==> src/rtl/result_encoder.sv <==
// -----------------------------------------------------------------------------
// result_encoder
//
// Serialises one calculator result into an ASCII frame for a byte-wide UART
// transmitter using a valid/ready handshake.
//
// Frame layout:
//   'O' ' ' <type> [8 lowercase hex digits, MSB first] [CR LF]
//   <type> is 'W' (unsigned), 'S' (signed), '?' (other dtype) or 'E' (error).
//   On error the hex digits are left out.
//
// Build option:
//   RESULT_ENC_CRLF_EN  defined   -> the frame ends with CR LF (13 / 5 bytes)
//                       undefined -> no terminator             (11 / 3 bytes)
//
// Ports:
//   clk       in   1   system clock, rising edge
//   n_rst     in   1   asynchronous active-low reset
//   start     in   1   request one frame; taken only while busy=0
//   result    in  32   value to print, captured on an accepted start
//   dtype     in   4   4'h1 unsigned, 4'h2 signed, captured with result
//   err       in   1   calculator error flag, captured with result
//   tx_data   out  8   ASCII byte offered to the transmitter
//   tx_valid  out  1   tx_data holds a byte; transfer when tx_ready=1
//   tx_ready  in   1   transmitter accepts the byte on this edge
//   busy      out  1   frame in progress (start is ignored)
//   done      out  1   one-cycle pulse after the final byte has transferred
// -----------------------------------------------------------------------------
module result_encoder (
  input  logic        clk,
  input  logic        n_rst,
  input  logic        start,
  input  logic [31:0] result,
  input  logic [3:0]  dtype,
  input  logic        err,
  output logic [7:0]  tx_data,
  output logic        tx_valid,
  input  logic        tx_ready,
  output logic        busy,
  output logic        done
);

`ifdef RESULT_ENC_CRLF_EN
  typedef enum logic [2:0] {
    IDLE  = 3'd0,
    HEAD  = 3'd1,
    SPACE = 3'd2,
    TYPE  = 3'd3,
    DIGIT = 3'd4,
    CR    = 3'd5,
    LF    = 3'd6,
    DONE  = 3'd7
  } state_t;

  // State that follows the type/digit section of the frame.
  localparam state_t TERM_STATE = CR;
`else
  typedef enum logic [2:0] {
    IDLE  = 3'd0,
    HEAD  = 3'd1,
    SPACE = 3'd2,
    TYPE  = 3'd3,
    DIGIT = 3'd4,
    DONE  = 3'd7
  } state_t;

  localparam state_t TERM_STATE = DONE;
`endif

  localparam logic [7:0] CH_O     = 8'h4F;
  localparam logic [7:0] CH_SPACE = 8'h20;
  localparam logic [7:0] CH_W     = 8'h57;
  localparam logic [7:0] CH_S     = 8'h53;
  localparam logic [7:0] CH_QUERY = 8'h3F;
  localparam logic [7:0] CH_E     = 8'h45;
`ifdef RESULT_ENC_CRLF_EN
  localparam logic [7:0] CH_CR    = 8'h0D;
  localparam logic [7:0] CH_LF    = 8'h0A;
`endif

  state_t      r_state;
  state_t      w_next_state;
  logic [2:0]  r_cnt;
  logic [31:0] r_result;
  logic [3:0]  r_dtype;
  logic        r_err;

  logic        w_accept;
  logic        w_xfer;
  logic [3:0]  w_nibble;
  logic [7:0]  w_hex;
  logic [7:0]  w_type_char;

  assign w_accept = start && (r_state == IDLE);
  assign w_xfer   = tx_valid && tx_ready;

  // Counter value n selects result bits [4n+3:4n], so 7 is the MSB nibble.
  assign w_nibble = r_result[{r_cnt, 2'b00} +: 4];
  // 'a' - 10 = 0x57, which maps nibble 10..15 onto 'a'..'f'.
  assign w_hex    = (w_nibble < 4'd10) ? (8'h30 + {4'h0, w_nibble})
                                       : (8'h57 + {4'h0, w_nibble});

  always_comb begin
    w_type_char = CH_QUERY;
    if (r_err) begin
      w_type_char = CH_E;
    end else if (r_dtype == 4'h1) begin
      w_type_char = CH_W;
    end else if (r_dtype == 4'h2) begin
      w_type_char = CH_S;
    end
  end

  // NOTE: sequential state is updated with non-blocking assignments so every
  // register samples the pre-edge values, independent of statement order.
  // NOTE: the captured operands are reset along with the control state; they
  // are a handful of flops, not a memory, so clearing them costs nothing and
  // keeps post-reset values deterministic.
  always_ff @(posedge clk or negedge n_rst) begin
    if (!n_rst) begin
      r_state  <= IDLE;
      r_cnt    <= 3'd0;
      r_result <= 32'h0;
      r_dtype  <= 4'h0;
      r_err    <= 1'b0;
    end else begin
      r_state <= w_next_state;

      // Operands are frozen for the whole frame; later input changes are
      // ignored until the block is back in IDLE.
      if (w_accept) begin
        r_result <= result;
        r_dtype  <= dtype;
        r_err    <= err;
      end

      // Arm the digit counter as TYPE hands over to DIGIT, then count down
      // one step per transferred digit; it rests at 0 after the last one.
      if ((r_state == TYPE) && w_xfer) begin
        r_cnt <= 3'd7;
      end else if ((r_state == DIGIT) && w_xfer && (r_cnt != 3'd0)) begin
        r_cnt <= r_cnt - 3'd1;
      end
    end
  end

  // NOTE: every signal driven here gets a default before the case statement,
  // so no path leaves a value unassigned and no latch is inferred.
  always_comb begin
    w_next_state = r_state;
    tx_data      = 8'h00;
    tx_valid     = 1'b0;
    busy         = 1'b1;
    done         = 1'b0;

    unique case (r_state)
      IDLE: begin
        busy = 1'b0;
        if (start) begin
          w_next_state = HEAD;
        end
      end

      HEAD: begin
        tx_valid = 1'b1;
        tx_data  = CH_O;
        if (w_xfer) begin
          w_next_state = SPACE;
        end
      end

      SPACE: begin
        tx_valid = 1'b1;
        tx_data  = CH_SPACE;
        if (w_xfer) begin
          w_next_state = TYPE;
        end
      end

      TYPE: begin
        tx_valid = 1'b1;
        tx_data  = w_type_char;
        if (w_xfer) begin
          w_next_state = r_err ? TERM_STATE : DIGIT;
        end
      end

      DIGIT: begin
        tx_valid = 1'b1;
        tx_data  = w_hex;
        if (w_xfer && (r_cnt == 3'd0)) begin
          w_next_state = TERM_STATE;
        end
      end

`ifdef RESULT_ENC_CRLF_EN
      CR: begin
        tx_valid = 1'b1;
        tx_data  = CH_CR;
        if (w_xfer) begin
          w_next_state = LF;
        end
      end

      LF: begin
        tx_valid = 1'b1;
        tx_data  = CH_LF;
        if (w_xfer) begin
          w_next_state = DONE;
        end
      end
`endif

      DONE: begin
        done         = 1'b1;
        w_next_state = IDLE;
      end

      default: begin
        w_next_state = IDLE;
      end
    endcase
  end

endmodule

==> config.mk <==
export PLATFORM = sky130hd
export DESIGN_NAME = result_encoder
export DESIGN_NICKNAME = d
export VERILOG_FILES = /design/src/rtl/result_encoder.sv
export SDC_FILE = /design/constraint.sdc
export NUM_CORES = 1
export LEC_CHECK = 0
export ABC_AREA = 1
export CORE_MARGIN = 1.5
export CORE_UTILIZATION = 48
export CTS_BUF_LIST = sky130_fd_sc_hd__clkbuf_2 sky130_fd_sc_hd__clkbuf_4 sky130_fd_sc_hd__clkbuf_8
export CTS_CLUSTER_DIAMETER = 200
export CTS_CLUSTER_SIZE = 12
export DETAILED_ROUTE_END_ITERATION = 10
export GPL_TIMING_DRIVEN = 0
export PLACE_DENSITY = 0.76
export RECOVER_POWER = 100
export SETUP_SLACK_MARGIN = 0.2
export SYNTH_ARGS = -nofsm -noshare
export SYNTH_HDL_FRONTEND = slang
export SYNTH_SLANG_ARGS = --single-unit
==> constraint.sdc <==
create_clock -name clk -period 2.6 [get_ports clk]
set_input_delay 0.78 -clock clk [delete_from_list [all_inputs] [get_ports clk]]
set_output_delay 0.78 -clock clk [all_outputs]
set_load 0.02 [all_outputs]
## Word-level counts from Yosys, hierarchy flattened

Cells that the tools add are included.
Widths: inputs -> output; s select.

| word-level totals | value |
|---|---|
| flip-flop bits (word level) | 43 |
| logic and storage cells | 51 |
| bits of input ports | 41 |
| output and inout bits | 11 |

| operators by class | value |
|---|---|
| equality and inequality tests | 12 |
| order comparisons | 1 |
| mux-type cells | 17 |
| shift operators | 1 |
| reductions and logical operators | 12 |
| add/subtract/negate cells | 3 |

Operators with widths:

| operator | count |
|---|---|
| $pmux 8 s4 | 1 |
| $shiftx 32x6->4 | 1 |
| $mux 3 | 7 |
| $mux 8 | 2 |
| $pmux 3 s5 | 1 |
| $mux 7 | 2 |
| $add 7x4->8 const A | 1 |
| $ne 2x2->1 const B | 4 |
| $add 6x4->7 const A | 1 |
| $eq 3x2->1 const B | 2 |
| $eq 3x3->1 const B | 2 |
| $logic_and 1x1->1 | 6 |
| $logic_not 3->1 | 2 |
| $reduce_and 5->1 | 1 |
| $eq 4x1->1 const B | 1 |
| $eq 4x2->1 const B | 1 |
| $lt 4x4->1 const B | 1 |
| $reduce_or 4->1 | 1 |
| $eq 3x1->1 const B | 1 |
| $mux 1 | 3 |
| $reduce_bool 3->1 | 1 |
| $sub 3x1->3 const B | 1 |
| $mux 2 | 1 |
| $ne 2x1->1 const B | 1 |
| $reduce_bool 2->1 | 1 |

## Depth between registers and ports, before layout

| depth | value |
|---|---|
| word-level depth | 8 |
| gate-level depth with buffers | 14 |
| gate-level depth less buffers | 13 |

## Worst setup path before layout

OpenSTA, ideal clock, no wires.

| timing | value |
|---|---|
| path type | flip-flop to output port |
| start point | reg r_cnt[0] |
| end point | out tx_data[2] |
| buffers on the path | 2 |
| path slack | 232 ps |
| stages on the path, launching flop included | 15 |
| arrival | 1,588 ps |
| data required time | 1,820 ps |
| cells stage by stage | dfrtp_1 > buf_6 > buf_12 > nor2_1 > nor2_1 > o21ai_1 > nand2_1 > nand2_1 > nand2_2 > inv_2 > ha_1 > a21boi_1 > nand2_1 > nand3_1 > nand2_1 |

| on the way | value |
|---|---|
| longest elaborated chain between the ends | 4 |
| elaborated cells between the ends (all ways) | 6 |
| those cells by class | add/sub (2); order compare (1); shift (1); mux (2) |

Ends and longest elaborated chain:

| element | RTL line | source |
|---|---|---|
| start, declared | 83 | `logic [2:0] r_cnt;` |
| start signal, assigned | 142 | `r_cnt <= r_cnt - 3'd1;` |
| $shiftx 32x6->4 (*) | 98 | `assign w_nibble = r_result[{r_cnt, 2'b00} +: 4];` |
| $add 7x4->8 (tied with other cells) | 101 | `: (8'h57 + {4'h0, w_nibble});` |
| $mux 8 (*) | 100 | `assign w_hex = (w_nibble < 4'd10) ? (8'h30 + {4'h0, w_nibble})` |
| $pmux 8 s4 (*) | 156 | `unique case (r_state)` |
| end, declared | 36 | `output logic [7:0] tx_data,` |

Every way passes the cells marked *; elsewhere a longest branch is shown, timed or not.

## Worst setup path after layout

Ends and elaborated chain as after synthesis.

==> results.yml <==
die:
  die-area_um2: 5500
  fp.dieH_um: 74.2
  start_util: 0.508
  row_count: 25
  core_area_um2: 4790
  io_pins: 52
  dieWidth_um: 74.2
power_and_ir_drop:
  cellPowerDensity_nw_per_um2: 1320
  clockPowerShare: 0.099
  intPower_mw: 2.46
  switchingPower_mw: 1.94
  finalPower_mw: 4.40
  p_seq_frac: 0.262
  vdd_drop_max_mv: 0.591
  leakage_nw: 1.64
  combPwrFrac: 0.639
  p_sw_frac: 0.440
timing:
  fin_skew_ps: 9.55
  finalHoldViolCount: 0
  layout_min_cycle_time_ps: 2880
  slew_headroom: 0.240
  tightest_slew_ps: 1140
  period_share: 1.11
  fmax_mhz: 347
  slew_violations: 0
  layout_setup_ws_ps: -284
  setup_viol: 6
  rsz0062_at_grt: "true"
worst_setup_path:
  crit_path_start_kind: "flip-flop"
  critPathMaxFanout: 5
  path_class: "reg -> out"
  arrival_ps: 2100
  required_ps: 1820
  end_kind: "output pin"
synth:
  synth_cell_type_count: 31
  synthCells: 295
  ys_seq_area_frac: 0.443
  synth-main-ff-cell: "dfrtp_1"
  syn-num-nets: 339
  synth_edf_count: 0
  avgSynthCellArea_um2: 8.24
  yosysWarnings: 0
  synth_area_um2: 2430
  ys_async_sr_fraction: 1.00
  synth_seq_cells: 43
routing:
  wl_per_cell_um: 13.2
  drt_iter0_markers: 153
  vias: 2216
  post-route-drc-count: 0
  drtAntennaViolNets: 0
  wl_um: 5830
  via_per_inst: 5.02
  dr.pass1.iters: 4
global_routing:
  grt_pass1_wl_um: 9330
  busiest_layer: "met2"
  use_met1: 0.293
  use_met3: 0.0447
  grt_use_total: 0.223
  grt.met2_usage: 0.366
  antenna_found_initial: 0
  grt_pass1_vias: 2122
  grt_start_max_net_pins: 23
  globalRouteOverflowTotal: 0
layout:
  syn2layout_area_growth_pct: 37.1
  drive_gt1_frac: 0.246
  num-fill-cells: 414
  diodes: 0
  post-route-util: 0.696
  fin_nets: 417
worst_hold_path:
  hold_path.class: "reg -> reg"
clock_network:
  cts_buffers: 5
  clkTransAtPathRegs_ps: 80
  cts.path.max_buffers: 2
  clkLatencyLatePin_ps: 300
  clock_sinks: 43
  root_buffer: "clkbuf_8"
  cts_tree: "built"
  htreeDepth: 2
  postCtsHoldBufs: 0
placement:
  dp_hpwl_um: 4010
  place.gp.congestion: 0.853
  portBuffers: 50
  pre_cts_slack_ps: -435
status:
  status: "finished with violations"
  violations: "setup timing"
job:
  max_cap_viol_count: 0
[path summary, 6_finish.rpt]
check,end,slack [ps],cells after the start,startpoint
max in group asynchronous,r_result[0],400,2,n_rst
min in group asynchronous,r_state[1],670,1,n_rst
max,tx_data[2],-280,15,r_cnt[0]
min reg2reg,r_dtype[3],500,1,r_dtype[3]
max reg2reg,r_result[13],670,5,r_state[0]
min,r_dtype[3],500,1,r_dtype[3]
[cells by family after synthesis]
kind of cell | Yosys count | synth area share
adder cells (fa/ha/maj) | 3 | 0.0154
multiplexers | 12 | 0.0556
AND/OR/NAND/NOR | 139 | 0.283
buffers and inverters | 50 | 0.0973
other | 1 | 0.00154
flip-flops | 43 | 0.443
AO/OA/AOI/OAI | 47 | 0.105
[placed cells by master (no fill, tap or decap), drive strengths merged]
cell,count
o211ai,2
a21boi,1
dlygate4sd2,1
dlymetal6s2s,1
clkinvlp,1
nand2,69
conb,1
dfrtp,43
ha,3
clkinv,2
o22ai,1
o21ai,14
clkdlybuf4s50,38
mux2,12
clkdlybuf4s15,1
a211oi,1
nor2,42
bufbuf,1
dlygate4sd3,1
buf,29
nand3,27
a21oi,28
inv,38
clkbuf,16
nor3,1
[critical path: stages, from the launching register on]
cell and delay (ps):
dfrtp_1 400, buf_6 140, buf_12 130, nor2_2 90
nor2_1 40, nand2_1 50, nand2_1 50, nand2_1 90
nand2_2 90, inv_2 80, ha_4 140, a21boi_2 160
nand2_1 80, nand3_2 80, nand2_2 50, buf_6 130
[power groups by stage]
stage,clock network [mW],registers (mW),logic (mW)
2_1_floorplan,0,1.12,1.68
5_1_grt,0.469,1.19,3.08
6_report,0.437,1.15,2.81
3_3_place_gp,0,1.15,2.25
4_1_cts,0.444,1.15,2.56
3_5_place_dp,0,1.16,2.31
[metal layers]
| metal | up-vias | wire [um] |
|---|---|---|
| met2 | 69 | 2820 |
| met5 | - | 0 |
| met3 | 14 | 276 |
| met4 | 0 | 140 |
| li1 | 1092 | - |
| met1 | 1041 | 2600 |
[flip-flops by register name, indices dropped and copies added (netlist names)]
| signal | count |
|---|---|
| r_err | 1 |
| r_state | 3 |
| r_result | 32 |
| r_cnt | 3 |
| r_dtype | 4 |
[Yosys cell counts, types with 2 or more instances]
| master | n | area [um^2] |
|---|---|---|
| a21oi_1 | 28 | 140 |
| buf_2 | 2 | 10.0 |
| buf_4 | 2 | 15.0 |
| buf_6 | 3 | 33.8 |
| clkbuf_1 | 3 | 11.3 |
| dfrtp_1 | 43 | 1080 |
| ha_1 | 3 | 37.5 |
| inv_1 | 31 | 116 |
| inv_2 | 8 | 30.0 |
| mux2_1 | 8 | 90.1 |
| mux2_2 | 4 | 45.0 |
| nand2_1 | 52 | 195 |
| nand2_2 | 12 | 75.1 |
| nand2_4 | 5 | 56.3 |
| nand3_1 | 19 | 95.1 |
| nand3_2 | 7 | 70.1 |
| nor2_1 | 38 | 143 |
| nor2_2 | 3 | 18.8 |
| o21ai_0 | 8 | 40.0 |
| o21ai_1 | 5 | 25.0 |
[layout make-up]
type | count | area [um^2] | share of cell area
tap | 67 | 83.8 | 0.0252
buffer | 11 | 90.1 | 0.0270
clock inverter | 2 | 12.5 | 0.00375
clock buffer | 6 | 76.3 | 0.0229
sequential | 43 | 1080 | 0.323
multi-input combinational | 202 | 1160 | 0.348
inverter | 39 | 146 | 0.0439
timing repair buffer | 71 | 687 | 0.206
[through the flow]
step	std cells	setup TNS, ps	hold WS [ps]	cell area (um^2)
3_5_place_dp	413	-1510	482	3040
6_report	441	-1000	496	3330
3_3_place_gp	412	-18600	477	3020
5_1_grt	441	-1650	515	3330
4_1_cts	429	-704	462	3250
2_1_floorplan	295	0	459	2430
[what timing repair did]
item | in CTS | in global routing
setup endpoints to repair | 9 | 9
resized for setup | 47 | 11
pin swaps | 10 | 7
gates cloned | 1 | 1
setup buffers | 7 | 11
(Power assumes the default switching activity.)
==> RTL edit 1 (config.mk and constraints unchanged) <==
Re-encode `state_t` (6 states) as Gray code, 3 bits wide.
--- a/src/rtl/result_encoder.sv
+++ b/src/rtl/result_encoder.sv
@@ -56,12 +56,12 @@
   localparam state_t TERM_STATE = CR;
 `else
   typedef enum logic [2:0] {
-    IDLE  = 3'd0,
-    HEAD  = 3'd1,
-    SPACE = 3'd2,
-    TYPE  = 3'd3,
-    DIGIT = 3'd4,
-    DONE  = 3'd7
+    IDLE  = 3'b000,
+    HEAD  = 3'b001,
+    SPACE = 3'b011,
+    TYPE  = 3'b010,
+    DIGIT = 3'b110,
+    DONE  = 3'b111
   } state_t;
 
   localparam state_t TERM_STATE = DONE;
Behaviour: no difference found for any inputs over 10 cycles, from zero or initial values and one cycle with n_rst low; not proved beyond that.
==> RTL edit 1 against the unedited design <==
- the flow still finishes with violations (negative setup slack)
- sequential cell count is the same
- total power rose by 4.1%
- area after synthesis is 2.4% higher
- routed wire length is 1.5% higher
- register-to-register slack gained 0.09 ns
- design area up 2.3%
- worst setup slack improved by 0.083 ns
- global-route usage down 0.15 points
- critical path type unchanged
- highest routed layer unchanged
==> RTL edit 1: results (changes against the unedited design) <==
[floorplanning]
die_x_microns = 75.0  ; was 74.2 microns

[placement]
dpl.hpwl_microns = 4070  ; was 4010 microns
pre_cts_ws_ns = -0.446  ; was -0.435 ns
place_congestion = 0.823  ; was 0.853

[min_path]
hp-start = r_dtype[2]  ; was r_dtype[3]

[worst_setup_path]
regToRegSetupSlack_ns = 0.76  ; was 0.67 ns
crit_arrival_ns = 2.02  ; was 2.10 ns
reg2reg_depth = 11  ; was 5

[outcome]
failed_checks = negative setup slack  ; unchanged
status = finished, violations left  ; unchanged

[timing]
skew_ns = 0.00366  ; was 0.00955 ns
final.setup.worst_slack_ns = -0.201  ; was -0.284 ns
finalSetupViolations = 6  ; unchanged

[layout]
multi_input_area_share = 0.356  ; was 0.348
clkCellAreaFrac = 0.0345  ; was 0.0267
num-multi-input-gates = 205  ; was 202
reg_top3 = r_result (32), r_dtype (4), r_cnt (3)  ; was r_result (32), r_dtype (4)
register_area_sq_um = 1080  ; about the same
final_nets = 423  ; was 417

[logic_synthesis]
synth_compound_area_frac = 0.111  ; was 0.105
synth.mux.area_fraction = 0.0362  ; was 0.0556

[route]
wl_met1_microns = 2750  ; was 2600 microns

[clock_tree]
postCtsSetupBuffers = 11  ; was 7
ctsResizeCount = 56  ; was 47

[global_routing]
met3_usage = 0.0402  ; was 0.0447

-- RTL edit 1: cell count changes in the layout (fill, tap and decap cells not counted), sizes merged, moves of 2 or more --
cell | before | now
clkbuf | 16 | 10
inv | 38 | 44
a21oi | 28 | 33
buf | 29 | 33
mux2 | 12 | 8
nand3 | 27 | 31
nor2 | 42 | 45
nand2 | 69 | 67
-- RTL edit 1: power by group through the flow --
stage | Sequential [mW] | Clock [mW] | Combinational [mW]
after floorplan | 1.10 | 0 | 1.77
after global placement | 1.12 | 0 | 2.32
after detailed placement | 1.14 | 0 | 2.38
after CTS | 1.13 | 0.545 | 2.63
after global routing | 1.17 | 0.578 | 3.17
final | 1.14 | 0.538 | 2.91
-- RTL edit 1: metrics by stage --
| stage | util | power (mW) | instances |
|---|---|---|---|
| finish | 0.676 | 4.58 | 450 |
| global route | 0.676 | 4.92 | 450 |
| CTS | 0.663 | 4.31 | 445 |
| global placement | 0.610 | 3.44 | 425 |
| floorplan | - | 2.87 | 305 |
| detailed placement | 0.615 | 3.52 | 426 |
==> RTL edit 2 (config.mk and constraints unchanged) <==
Made on the original files. Build with the macro `RESULT_ENC_CRLF_EN` defined.
--- a/src/rtl/result_encoder.sv
+++ b/src/rtl/result_encoder.sv
@@ -26,6 +26,8 @@
 //   busy      out  1   frame in progress (start is ignored)
 //   done      out  1   one-cycle pulse after the final byte has transferred
 // -----------------------------------------------------------------------------
+`define RESULT_ENC_CRLF_EN
+
 module result_encoder (
   input  logic        clk,
   input  logic        n_rst,
Check against the original RTL: not equivalent (a bounded check fails within 10 cycles, from zero or initial values and one cycle with n_rst low).
==> RTL edit 2 against the unedited design <==
- the flow still finishes with violations (negative setup slack)
- non-clock buffer count fell by 7
- clock skew down 0.0020 ns
- total power down 8.1%
- cell count decreased by 2.0%
- sequential share of layout area up 1.1 points
- via count shrank 0.23%
- clock power barely moved
- routed wire length fell by 3.8%
- area after synthesis fell by 3.6%
- worst setup slack improved by 0.056 ns
- design area decreased by 3.2%
- critical path depth rose by 2
- sequential cell count unchanged
==> RTL edit 2: results (changes against the unedited design) <==
[timing]
maxSlewHeadroom = 0.322  ; was 0.240
final.setup.worst_slack_ns = -0.228  ; was -0.284 ns
fin_setup_tns_ns = -0.853  ; was -1.00 ns
finalSetupViolations = 6  ; unchanged
skew_ns = 0.00752  ; was 0.00955 ns
whs_ns = 0.271  ; was 0.496 ns

[logic_synthesis]
yosys-top-cells-area = dfrtp_1 46%, nand2_1 8.6%, nor2_1 7.4%, a21oi_1 6.0%, inv_1 5.9%  ; was dfrtp_1 44%, nand2_1 8.0%, nor2_1 5.9%, a21oi_1 5.8%, inv_1 4.8%
synthesis.nets = 338  ; was 339
ys_seq_area_frac = 0.459  ; was 0.443
netlist_instances = 294  ; was 295

[placement]
pre_cts_ws_ns = -0.451  ; was -0.435 ns
placed_cell_area_sq_um = 2960  ; was 3040 sq um
place_congestion = 0.967  ; was 0.853

[route]
drt_iter0_drc = 132  ; was 153
viasPerCell = 5.12  ; was 5.02
wirelength_microns = 5610  ; was 5830 microns
routed-via-count = 2211  ; was 2216

[clock_tree]
ctsResizeCount = 58  ; was 47
postCtsSetupBuffers = 9  ; was 7

[layout]
drive_gt1_frac = 0.225  ; was 0.246

[power]
leakage_nw = 1.58  ; was 1.64 nW
p_switching_mw = 1.78  ; was 1.94 mW
p_clk_mw = 0.436  ; was 0.437 mW
powerComb_mw = 2.49  ; was 2.81 mW

[worst_setup_path]
crit_arrival_ns = 2.05  ; was 2.10 ns
reg2reg_from = r_cnt[0]  ; was r_state[0]
cp_max_fo = 7  ; was 5
slowest_delay_ns = 0.42  ; was 0.40 ns
reg2reg_depth = 10  ; was 5

[min_path]
hp-class = primary input to async pin  ; was flip-flop to flip-flop

[global_routing]
grt_max_degree = 42  ; was 23
grt_pass1_wl_microns = 9690  ; was 9330 microns

[outcome]
failed_checks = negative setup slack  ; unchanged
status = finished, violations left  ; unchanged

RTL edit 2: how the worst max path moves through the flow:
stage | from | end | cells after the start
2_1_floorplan | r_cnt[0] | tx_data[2] | 16
3_3_place_gp | r_cnt[0] | tx_data[2] | 17
3_5_place_dp | r_cnt[0] | tx_data[2] | 17
4_1_cts | r_cnt[0] | tx_data[2] | 17
5_1_grt | r_cnt[0] | tx_data[2] | 17
6_report | r_cnt[0] | tx_data[2] | 17
RTL edit 2: layout make-up:
type	count	area, sq um	share of cell area
repair buffers	63	587	0.182
multi-input cells	197	1150	0.355
flip-flops and latches	43	1080	0.333
well taps	67	83.8	0.0260
plain buffers	12	81.3	0.0252
clock inverters	1	5.00	0.00155
inverters	42	165	0.0512
clock buffers	7	83.8	0.0260
RTL edit 2: metal layers:
layer  global-route usage  part of all wire  vias to the layer above
met5                    0                 0                        -
met4               0.0776             0.026                        0
met3               0.0470             0.052                       18
met1                0.311              0.43                     1050
met2                0.393              0.49                       64
li1                     -                 -                     1079
